## src/rtl/spawn_ctrl.sv

```systemverilog
// spawn_ctrl: places a new tetromino into grid rows 0/1.
// Scans left-to-right for the first fitting column, or flags game over.
module spawn_ctrl (
    input  logic        clk,
    input  logic        rst,
    input  logic        spawn_req,
    input  logic [2:0]  spawn_color,
    input  logic [3:0]  top_mask,
    input  logic [3:0]  bot_mask,
    input  logic        clear_go,
    output logic        rd_en,
    output logic [4:0]  rd_row,
    input  logic [29:0] rd_data,
    output logic        wr_en,
    output logic [4:0]  wr_row,
    output logic [29:0] wr_data,
    output logic        busy,
    output logic        done,
    output logic        ok,
    output logic        game_over,
    output logic [4:0]  row_ref,
    output logic [3:0]  col_ref
);

    localparam logic [2:0] S_IDLE = 3'd0;
    localparam logic [2:0] S_RD1  = 3'd1;
    localparam logic [2:0] S_CAP1 = 3'd2;
    localparam logic [2:0] S_SCAN = 3'd3;
    localparam logic [2:0] S_WR0  = 3'd4;
    localparam logic [2:0] S_WR1  = 3'd5;
    localparam logic [2:0] S_DONE = 3'd6;

    logic [2:0]  state_q, state_d;
    logic [2:0]  color_q, color_d;
    logic [3:0]  top_q, top_d;
    logic [3:0]  bot_q, bot_d;
    logic [29:0] row0_q, row0_d;
    logic [29:0] row1_q, row1_d;
    logic [3:0]  c_q, c_d;
    logic        ok_q, ok_d;
    logic        go_q, go_d;
    logic [3:0]  col_q, col_d;
    logic [4:0]  rref_q, rref_d;

    logic [9:0]  occ0, occ1;
    logic [9:0]  foot_t, foot_b;
    logic [29:0] wdat0, wdat1;
    logic [2:0]  w;
    logic [3:0]  last;
    logic        fit;
    logic        legal;

    // Occupancy, footprint at column c, and merged write-back rows
    always_comb begin
        occ0  = '0;
        occ1  = '0;
        wdat0 = '0;
        wdat1 = '0;
        foot_t = {6'b0, top_q} << c_q;
        foot_b = {6'b0, bot_q} << c_q;
        for (int k = 0; k < 10; k++) begin
            occ0[k] = |row0_q[3*k +: 3];
            occ1[k] = |row1_q[3*k +: 3];
            wdat0[3*k +: 3] = foot_t[k] ? color_q
                                        : row0_q[3*k +: 3];
            wdat1[3*k +: 3] = foot_b[k] ? color_q
                                        : row1_q[3*k +: 3];
        end
        fit = ~|(foot_t & occ0) & ~|(foot_b & occ1);
    end

    // Piece width from highest set footprint bit; last legal anchor
    always_comb begin
        w = '0;
        for (int j = 0; j < 4; j++) begin
            if (top_q[j] | bot_q[j]) begin
                w = 3'(j) + 3'd1;
            end
        end
        last  = 4'd10 - {1'b0, w};
        legal = (spawn_color != 3'd0) &&
                ((top_mask | bot_mask) != 4'd0);
    end

    // Next-state logic and read/write port strobes
    always_comb begin
        state_d = state_q;
        color_d = color_q;
        top_d   = top_q;
        bot_d   = bot_q;
        row0_d  = row0_q;
        row1_d  = row1_q;
        c_d     = c_q;
        ok_d    = ok_q;
        go_d    = go_q;
        col_d   = col_q;
        rref_d  = rref_q;
        rd_en   = 1'b0;
        rd_row  = 5'd0;
        wr_en   = 1'b0;
        wr_row  = 5'd0;
        wr_data = '0;
        case (state_q)
            S_IDLE: begin
                if (clear_go) begin
                    go_d = 1'b0;
                end else if (spawn_req && !go_q) begin
                    color_d = spawn_color;
                    top_d   = top_mask;
                    bot_d   = bot_mask;
                    if (legal) begin
                        rd_en   = 1'b1;
                        rd_row  = 5'd0;
                        state_d = S_RD1;
                    end else begin
                        ok_d    = 1'b0;
                        state_d = S_DONE;
                    end
                end
            end
            S_RD1: begin
                row0_d  = rd_data;
                rd_en   = 1'b1;
                rd_row  = 5'd1;
                state_d = S_CAP1;
            end
            S_CAP1: begin
                row1_d  = rd_data;
                c_d     = 4'd0;
                state_d = S_SCAN;
            end
            S_SCAN: begin
                if (fit) begin
                    state_d = S_WR0;
                end else if (c_q == last) begin
                    ok_d    = 1'b0;
                    go_d    = 1'b1;
                    state_d = S_DONE;
                end else begin
                    c_d = c_q + 4'd1;
                end
            end
            S_WR0: begin
                wr_en   = 1'b1;
                wr_row  = 5'd0;
                wr_data = wdat0;
                state_d = S_WR1;
            end
            S_WR1: begin
                wr_en   = 1'b1;
                wr_row  = 5'd1;
                wr_data = wdat1;
                ok_d    = 1'b1;
                col_d   = c_q;
                rref_d  = 5'd1;
                state_d = S_DONE;
            end
            S_DONE: begin
                state_d = S_IDLE;
            end
            default: begin
                state_d = S_IDLE;
            end
        endcase
    end

    // State registers; reset aborts any spawn in flight
    always_ff @(posedge clk or posedge rst) begin
        if (rst) begin
            state_q <= S_IDLE;
            color_q <= '0;
            top_q   <= '0;
            bot_q   <= '0;
            row0_q  <= '0;
            row1_q  <= '0;
            c_q     <= '0;
            ok_q    <= 1'b0;
            go_q    <= 1'b0;
            col_q   <= '0;
            rref_q  <= '0;
        end else begin
            state_q <= state_d;
            color_q <= color_d;
            top_q   <= top_d;
            bot_q   <= bot_d;
            row0_q  <= row0_d;
            row1_q  <= row1_d;
            c_q     <= c_d;
            ok_q    <= ok_d;
            go_q    <= go_d;
            col_q   <= col_d;
            rref_q  <= rref_d;
        end
    end

    assign busy      = (state_q != S_IDLE);
    assign done      = (state_q == S_DONE);
    assign ok        = ok_q;
    assign game_over = go_q;
    assign row_ref   = rref_q;
    assign col_ref   = col_q;

endmodule
```

## config.mk

```make
export PLATFORM = sky130hd
export DESIGN_NAME = spawn_ctrl
export DESIGN_NICKNAME = d
export VERILOG_FILES = /design/src/rtl/spawn_ctrl.sv
export SDC_FILE = /design/constraint.sdc
export NUM_CORES = 1
export LEC_CHECK = 0
export ABC_AREA = 1
export ABC_CLOCK_PERIOD_IN_PS = 2510
export BUFFER_PORTS_ARGS = -buffer_cell sky130_fd_sc_hd__buf_2
export CAP_MARGIN = 15
export CELL_PAD_IN_SITES_DETAIL_PLACEMENT = 0
export CELL_PAD_IN_SITES_GLOBAL_PLACEMENT = 1
export CORE_ASPECT_RATIO = 1.1
export CORE_MARGIN = 4
export CORE_UTILIZATION = 36
export CTS_BUF_LIST = sky130_fd_sc_hd__clkbuf_8 sky130_fd_sc_hd__clkbuf_16
export CTS_CLUSTER_SIZE = 40
export DETAILED_ROUTE_END_ITERATION = 8
export GPL_ROUTABILITY_DRIVEN = 0
export HOLD_SLACK_MARGIN = 0.15
export PLACE_DENSITY = 0.78
export SLEW_MARGIN = 10
export SYNTH_ARGS = -nofsm -noshare
export SYNTH_HDL_FRONTEND = slang
export SYNTH_SLANG_ARGS = --single-unit
```

## constraint.sdc

```tcl
create_clock -name clk -period 2.51 [get_ports clk]
set_clock_uncertainty 0.1 [all_clocks]
set_input_delay 0.3765 -clock clk [delete_from_list [all_inputs] [get_ports clk]]
set_output_delay 0.3765 -clock clk [all_outputs]
set_load 0.02 [all_outputs]
```

==> run summary, run 1 <==
* Relative slew margins: 50.40%
* die span in x: 123.6 µm
* total vias in the final route: 5112
* area of the die: 16700 µm²
* global-route wire length before repair: 25230 µm
* antenna cells: 0
* post-route standard cell area excluding fillers: 6487 µm²
* top cells by area, synth: dfrtp_1 40%, o21ai_0 14%, nand2_1 13%, inv_1 4.6%, nor2_1 4.6%
* share of the synthesized area in the top cell type: 40.21%
* max-slew violation count: 0
* later-pin clock latency in the skew report: 350 ps
* Layout Area Growth over Synthesis: 22.63%
* most used standard cell by instance count after synthesis: nand2_1
* DR iter-0 viols: 331
* count of filler cells inserted in the layout: 1540
* DIE HEIGHT: 135.1 µm
* pin count of the biggest net entering global routing: 86
* total iterations of the first detailed-routing run: 5
* proportion of register bits with asynchronous set or reset after synthesis: 100.0%
* actual slew at the worst max-slew pin: 743.1 ps
* instance count of the mapped netlist: 740
* final setup vio count: 0
* max-capacitance violation count: 0
* placeable core region: 14390 µm²
* aggregate global-route resource usage: 19.67%
* starting density of the core: 36.77%
* unrepaired setup endpoints after global routing: true
* Post-DRT Antenna Nets: 0
* global-route congestion overflow total: 0
* worst reg2reg setup slack: 230 ps
* Wirelength per Cell: 15.21 µm
* clock buffer count from CTS: 9
* layout cell share with drive strength beyond 1: 25.33%
* flop and latch count out of synthesis: 85
* Avg Vias per Cell: 4.930
* Crit path max-delay family: buffers and inverters
* number of standard-cell rows in the floorplan: 46
* slowest stage cell on the critical path: dfrtp_1
* Clock Sinks: 85
* top post-synthesis cells by count: 182 x nand2_1, 144 x o21ai_0, 85 x dfrtp_1
* number of buffer and inverter instances along the worst setup path: 3
* Final Hold Violating Endpoints: 0
* sequential area share after synthesis: 40.21%
* overall power consumption: 7916 µW
* initial antenna violation count: 0
* required time of the critical path: 2030 ps
* routed wire length: 15770 µm
* count of flip-flops with a built-in enable after synthesis: 0
* startpoint kind of the worst setup timing path: flip-flop
* worst slack on hold paths: 156.3 ps
* Max clock buf depth: 2
* Final Critical Period: 2439 ps
* cell seen most often among critical-path stages: o21ai_0
* result of the run: complete, no violations
* Final #Nets: 889
* data arrival time at the worst-slack endpoint: 1960 ps
* final core utilization: 45.09%
* TritonCTS clock tree: yes
* CP Max Fanout: 8
* remaining design rule violation count: 0
* synth warn: 0
* via count of the first global-routing pass: 4875
* post-placement cell area: 5962 µm²
* highest clock frequency the design can meet: 410.1 MHz
* delay contributed by the slowest stage of the critical path: 420 ps
* detailed placer's ending HPWL: 11320 µm
* number of H-tree branching levels: 3
* Port Buf Inserts: 87
* Hold/Removal Path Class: in2reg
* Distinct cells, synth: 42
* combined area of all synthesized cells: 5290 µm²
* fin crit share: 97.16%
* ys flop type: dfrtp_1
* kind of capture point of the worst setup path: primary output
* leakage component of the power: 0.003289 µW
* number of primary I/O pins: 100
* Setup CP Type: reg2out
* root buffer cell: clkbuf_16
* cell taking the most area after synthesis: dfrtp_1
* Pwr per Cell Area: 1220 nW/µm²
* worst vdd rail ir drop: 0.0003747 V
* ordered cell list for the critical path: or2_4, nor2_4, clkinvlp_4, buf_4, a21oi_1, o21ai_0, o21ai_0, buf_2
* Worst-path clk slew: 60 ps
* average cell area after synthesis: 7.149 µm²
==> stage by stage <==
step           std cells  TNS, ps  worst slack [ps]
6_report            1037        0             71.28
3_5_place_dp        1008        0             162.2
2_1_floorplan        751        0             239.6
3_3_place_gp        1008        0             190.0
5_1_grt             1037   -134.1            -38.06
4_1_cts             1034        0             1.071
==> sequential cells by signal (all words and copies together), names as in the netlist <==
register   cells
bot_q          4
row1_q        30
row_ref        1
row0_q        30
color_q        3
top_q          4
state_q        3
game_over      1
c_q            4
col_ref        4
ok             1
==> cell type report <==
class | instances | area (µm²) | share of cell area (%)
multi-input combinational | 549 | 2775 | 42.78
sequential | 85 | 2131 | 32.84
timing repair buffer | 121 | 769.5 | 11.86
inverter | 75 | 296.5 | 4.571
clock buffer | 11 | 252.7 | 3.896
tap | 192 | 240.2 | 3.703
clock inverter | 3 | 15.01 | 0.2314
timing repair inverter | 1 | 7.507 | 0.1157
==> path summary, 6_finish.rpt <==
path | end | start | cells past startpoint
min | row0_q[25] | rd_data[25] | 3
max | wr_data[14] | state_q[1] | 8
max in group asynchronous | c_q[0] | rst | 4
max reg2reg | c_q[3] | bot_q[1] | 15
min reg2reg | row_ref[0] | row_ref[0] | 1
min in group asynchronous | row0_q[21] | rst | 4
==> power by group <==
part	switching, µW	leakage [µW]	internal, µW	total [µW]
clock network	542	0.000136	706	1250
registers	510	0.00104	2020	2530
logic	2680	0.00211	1460	4140
==> placed cells by master (no fill, tap or decap), types with 12 or more instances in the layout <==
master,n
nor2_1,59
buf_4,32
nand3_2,17
o21ai_0,126
nand3_1,23
buf_2,77
a21oi_1,20
nand2_2,25
dfrtp_1,82
o21ai_1,20
nand2_1,178
conb_1,12
inv_1,64
==> kinds of logic after synthesis <==
logic type / after synthesis / synth area share [%]
muxes: 7 / 1.466
AOI/OAI and AO/OA: 180 / 17.57
xor gates and xnor gates: 6 / 0.9934
buffers and inverters: 117 / 9.697
other: 1 / 0.07089
and+or+nand+nor: 342 / 29.52
DFF: 85 / 40.21
adders and majority gates: 2 / 0.4730
==> worst min-delay path: stages <==
cell and delay (ps):
buf_2 80, nand2_1 50, o21ai_0 60
==> per-layer routing <==
metal | routed length, µm | GRT usage, %
met1 | 7182 | 26.96
met2 | 7553 | 31.71
met3 | 688 | 3.008
met4 | 346 | 6.585
met5 | 0 | 0
==> what timing repair did <==
item / 4_1_cts / 5_1_grt
endpoints found under the hold margin: 91 / 0
gates resized for setup: 13 / 47
hold buffers: 7 / 0
buffers inserted: 5 / 2
cloned: 0 / 1
endpoints found under the setup margin: 25 / 36
pin swaps: 1 / 4
No activity file was read; power rests on OpenSTA's default activity.
==> inputs of run 2 (changes only) <==
--- a/config.mk
+++ b/config.mk
@@ -20,6 +20,7 @@
 export GPL_ROUTABILITY_DRIVEN = 0
 export HOLD_SLACK_MARGIN = 0.15
 export PLACE_DENSITY = 0.78
+export SETUP_SLACK_MARGIN = 0.15
 export SLEW_MARGIN = 10
 export SYNTH_ARGS = -nofsm -noshare
 export SYNTH_HDL_FRONTEND = slang
==> run summary, run 2 (synthesis gave the netlist of run 1 again) <==
* total negative slack: 0 ps
* register cell area after layout: 2138 µm²
* aggregate global-route resource usage: 20.11%
* remaining design rule violation count: 0
* total vias in the final route: 5219
* Relative slew margins: 49.20%
* highest clock frequency the design can meet: 414.1 MHz
* count of filler cells inserted in the layout: 1490
* portion of total power attributed to sequential cells: 30.2%
* worst-case setup margin in the final layout: 95.13 ps
* most frequent cells in the layout: 167 x nand2_1, 97 x o21ai_0, 76 x dfrtp_1
* most common cell after layout, fill and taps aside: nand2_1
* Worst-path clk slew: 60 ps
* Port Buf Inserts: 87
* Comb power frac: 55.0%
* Final Critical Period: 2415 ps
* WHS Path Cells: 3
* pin count of the biggest net entering global routing: 86
* leakage component of the power: 0.003429 µW
* max-capacitance violation count: 0
* net switching power: 3994 µW
* max-slew violation count: 0
* number of H-tree branching levels: 3
* number of primary I/O pins: 100
* Pwr per Cell Area: 1216 nW/µm²
* root buffer cell: clkbuf_16
* result of the run: complete, no violations
* Hold/Removal Path Class: in2reg
* area of the die: 16700 µm²
* TritonCTS clock tree: yes
* startpoint kind of the worst setup timing path: flip-flop
* worst reg2reg setup slack: 280 ps
* required time of the critical path: 2030 ps
* DR iter-0 viols: 290
* via count of the first global-routing pass: 4966
* worst vdd rail ir drop: 0.0003894 V
* Clock Sinks: 85
* switching fraction of total power: 47.10%
* detailed placer's ending HPWL: 11320 µm
* initial antenna violation count: 0
* Max clock buf depth: 2
* internal power: 4486 µW
* actual slew at the worst max-slew pin: 761.2 ps
* Setup CP Type: reg2out
* data arrival time at the worst-slack endpoint: 1940 ps
* Worst R2R End: state_q[2]
* clock buffer count from CTS: 9
* starting density of the core: 36.77%
* global-route congestion overflow total: 0
* die span in x: 123.6 µm
* placeable core region: 14390 µm²
* capture endpoint of the worst hold path: row0_q[1]
* Wirelength per Cell: 15.56 µm
* antenna cells: 0
* largest registers in the final layout: row0_q: 30 flops, row1_q: 30 flops
* Worst Setup Slack post-DPL: 162.2 ps
* Layout Area Growth over Synthesis: 31.86%
* Final Hold Violating Endpoints: 0
* source of the worst register-to-register timing path: top_q[1]
* layout cell share with drive strength beyond 1: 32.49%
* hold path startpoint: rd_data[1]
* CP Max Fanout: 7
* Final #Nets: 909
* routed wire length: 16440 µm
* depth of the worst register-to-register path: 15
* kind of capture point of the worst setup path: primary output
* unrepaired setup endpoints after global routing: true
* area of the multi-input gates: 2999 µm²
* final core utilization: 48.48%
* final std cells w/o fill: 1057
* global-route wire length before repair: 25800 µm
* DIE HEIGHT: 135.1 µm
* final setup vio count: 0
* placed insts: 1008
* fin crit share: 96.21%
* total iterations of the first detailed-routing run: 5
* Post-DRT Antenna Nets: 0
* number of standard-cell rows in the floorplan: 46
* Avg Vias per Cell: 4.938
* later-pin clock latency in the skew report: 350 ps
* fraction of power consumed by the clock network: 14.8%
run 2: cell count changes in the layout (fill, tap and decap cells not counted), sizes merged:
cell,delta
inv,-1
clkinv,+1
buf,+20
run 2: area by class of cell:
| cell class | count | share of cell area [%] |
|---|---|---|
| well taps | 192 | 3.444 |
| repair buffers | 141 | 14.60 |
| repair inverters | 1 | 0.1076 |
| flip-flops and latches | 85 | 30.65 |
| multi-input cells | 549 | 43.00 |
| clock inverters | 3 | 0.2152 |
| inverters | 75 | 4.359 |
| clock buffers | 11 | 3.623 |
run 2: per-stage QoR:
step	hold WS, ps	power, µW	cell area, µm²
after floorplan	353.0	5299	5335
after global placement	346.9	6488	5962
after detailed placement	350.4	6515	5962
after CTS	152.5	8070	6614
after global routing	154.4	9184	6975
final	156.1	8481	6975
run 2: worst max-delay path, cell delays in order, from the launching register on:
cell and delay (ps):
dfrtp_1 400, or2_4 250, nor2_4 150, clkinvlp_4 160
buf_6 170, a21oi_2 90, o21ai_1 70, o21ai_1 120
buf_4 170
run 2: worst max path at each step:
stage	slack [ps]	end	from
4_1_cts	110	wr_data[29]	state_q[0]
3_5_place_dp	160	c_q[3]	top_q[2]
3_3_place_gp	190	c_q[0]	bot_q[2]
6_report	100	wr_data[17]	state_q[1]
2_1_floorplan	240	wr_data[10]	state_q[2]
5_1_grt	9	wr_data[27]	c_q[0]
run 2: power by group through the flow:
stage	combinational (µW)	sequential (µW)	clock (µW)
2_1_floorplan	2860	2430	0
3_3_place_gp	3960	2530	0
3_5_place_dp	3990	2530	0
4_1_cts	4270	2520	1280
5_1_grt	5210	2640	1330
6_report	4670	2560	1250
run 2: routing by layer:
metal / track usage [%] / vias up / part of all wire, %
li1: - / 2630 / -
met1: 27.11 / 2453 / 45
met2: 33.33 / 123 / 50
met3: 3.425 / 13 / 4.3
met4: 5.354 / 0 / 1.0
met5: 0 / - / 0
run 2: repair_timing:
action,4_1_cts,5_1_grt
hold buffers,7,0
setup buffers,16,10
setup endpoints to repair,34,40
gates resized for setup,88,99
gates cloned,2,0
endpoints found under the hold margin,91,0
pin swaps,14,27
==> inputs of run 3 (changes only) <==
--- a/config.mk
+++ b/config.mk
@@ -6,7 +6,7 @@
 export NUM_CORES = 1
 export LEC_CHECK = 0
 export ABC_AREA = 1
-export ABC_CLOCK_PERIOD_IN_PS = 2510
+export ABC_CLOCK_PERIOD_IN_PS = 2000
 export BUFFER_PORTS_ARGS = -buffer_cell sky130_fd_sc_hd__buf_2
 export CAP_MARGIN = 15
 export CELL_PAD_IN_SITES_DETAIL_PLACEMENT = 0
==> constraint.sdc (replaced) <==
create_clock -name clk -period 2 [get_ports clk]
set_clock_uncertainty 0.1 [all_clocks]
set_input_delay 0.3 -clock clk [delete_from_list [all_inputs] [get_ports clk]]
set_output_delay 0.3 -clock clk [all_outputs]
set_load 0.02 [all_outputs]
==> run summary, run 3 (synthesis gave the netlist of run 1 again) <==
* placeable core region: 14390 µm²
* worst vdd rail ir drop: 0.0005507 V
* root buffer cell: clkbuf_16
* total iterations of the first detailed-routing run: 5
* delay contributed by the slowest stage of the critical path: 500 ps
* violations in the final reports: negative setup slack
* DR iter-0 viols: 346
* Post-DRT Antenna Nets: 0
* leakage component of the power: 0.003932 µW
* final setup vio count: 40
* post-placement cell area: 6470 µm²
* initial antenna violation count: 0
* clock buffer count from CTS: 9
* first element of the critical path: c_q[2]
* max-capacitance violation count: 0
* number of H-tree branching levels: 3
* Final Hold Violating Endpoints: 0
* routed wire length: 18590 µm
* most common cell after layout, fill and taps aside: nand2_1
* Port Buf Inserts: 87
* global-route congestion overflow total: 0
* pin count of the biggest net entering global routing: 86
* Worst-path clk slew: 60 ps
* Wirelength per Cell: 16.39 µm
* final core utilization: 57.10%
* overall power consumption: 12250 µW
* Layout Area Growth over Synthesis: 55.30%
* layout cell share with drive strength beyond 1: 40.66%
* max-slew violation count: 0
* aggregate global-route resource usage: 22.24%
* slowest stage cell on the critical path: dfrtp_2
* TritonCTS clock tree: yes
* worst reg2reg setup slack: -220 ps
* startpoint kind of the worst setup timing path: flip-flop
* area of the die: 16700 µm²
* Worst R2R End: c_q[2]
* worst-case setup margin in the final layout: -354.8 ps
* ordered cell list for the critical path: nand2_8, clkinvlp_4, buf_6, nand3_4, nand2_4, o21ai_0, o21ai_2, buf_6
* fin crit share: 117.7%
* Final #Nets: 984
* remaining design rule violation count: 0
* kind of capture point of the worst setup path: primary output
* worst slack on hold paths: 199.7 ps
* Clock Sinks: 85
* Final Critical Period: 2355 ps
* internal power: 6420 µW
* cell seen most often among critical-path stages: buf_6
* data arrival time at the worst-slack endpoint: 1950 ps
* Worst Setup Slack post-DPL: -127.8 ps
* fraction of power consumed by the clock network: 13.0%
* detailed placer's ending HPWL: 12550 µm
* portion of total power attributed to sequential cells: 26.0%
* result of the run: finished with violations
* Setup CP Type: reg2out
* post-route standard cell area excluding fillers: 8215 µm²
* endpoint of the worst setup timing path: wr_data[17]
* Max clock buf depth: 2
* number of primary I/O pins: 100
* total vias in the final route: 5869
* global-route wire length before repair: 28950 µm
* Comb power frac: 61.0%
* Hold/Removal Path Class: in2reg
* antenna cells: 0
* Avg Vias per Cell: 5.175
* number of standard-cell rows in the floorplan: 46
* unrepaired setup endpoints after global routing: true
* via count of the first global-routing pass: 5902
* required time of the critical path: 1600 ps
* DIE HEIGHT: 135.1 µm
* starting density of the core: 36.77%
* net switching power: 5826 µW
* Pwr per Cell Area: 1491 nW/µm²
* highest clock frequency the design can meet: 424.7 MHz
* most frequent cells in the layout: 159 x nand2_1, 81 x dfrtp_1, 73 x o21ai_0
* source of the worst register-to-register timing path: c_q[2]
* CP Max Fanout: 6
* largest registers in the final layout: row0_q: 30 flops, row1_q: 30 flops
* die span in x: 123.6 µm
* switching fraction of total power: 47.57%
* depth of the worst register-to-register path: 15
* later-pin clock latency in the skew report: 350 ps
-- run 3: per-layer routing --
layer / part of all wire [%] / track usage [%]
met1: 40 / 27.11
met2: 52 / 39.62
met3: 5.4 / 2.506
met4: 2.7 / 8.862
met5: 0 / 0
-- run 3: through the flow --
step	instances	setup TNS, ps
3_5_place_dp	1048	-1052
6_report	1134	-9316
5_1_grt	1134	-12410
4_1_cts	1127	-7917
3_3_place_gp	1048	-643.0
2_1_floorplan	751	-189.5
-- run 3: how the worst min path moves through the flow --
stage,startpoint,end,slack [ps],cells past startpoint
global route,clear_go,game_over,260,4
finish,clear_go,game_over,200,4
CTS,clear_go,game_over,190,4
floorplan,bot_mask[0],bot_q[0],320,2
detailed placement,ok,ok,360,2
global placement,ok,ok,350,2
-- run 3: power groups by stage --
| stage | Combinational, µW | Sequential [µW] | Clock (µW) |
|---|---|---|---|
| CTS | 6630 | 3130 | 1610 |
| floorplan | 3830 | 3080 | 0 |
| global route | 8120 | 3280 | 1680 |
| detailed placement | 5820 | 3130 | 0 |
| finish | 7470 | 3180 | 1600 |
| global placement | 5660 | 3100 | 0 |
-- run 3: area by class of cell --
class	instances	area, µm²
repair buffers	216	1867
flip-flops and latches	85	2132
repair inverters	1	7.507
clock buffers	11	252.7
inverters	75	314.1
multi-input cells	549	3376
fillers	1301	6173
well taps	192	240.2
clock inverters	5	26.28
-- run 3: worst max-delay path, delay by kind of cell, from the launching register on --
family	cells	cell delay [ps]
simple gates	3	270
compound gates	2	340
buf+inv	3	490
flops	1	500
-- run 3: timing repair --
item / 4_1_cts / 5_1_grt
hold buffers: 42 / 0
pin swaps: 30 / 29
gates resized for setup: 142 / 130
gates cloned: 2 / 1
hold endpoints to repair: 155 / 0
endpoints found under the setup margin: 42 / 41
buffers inserted: 19 / 6
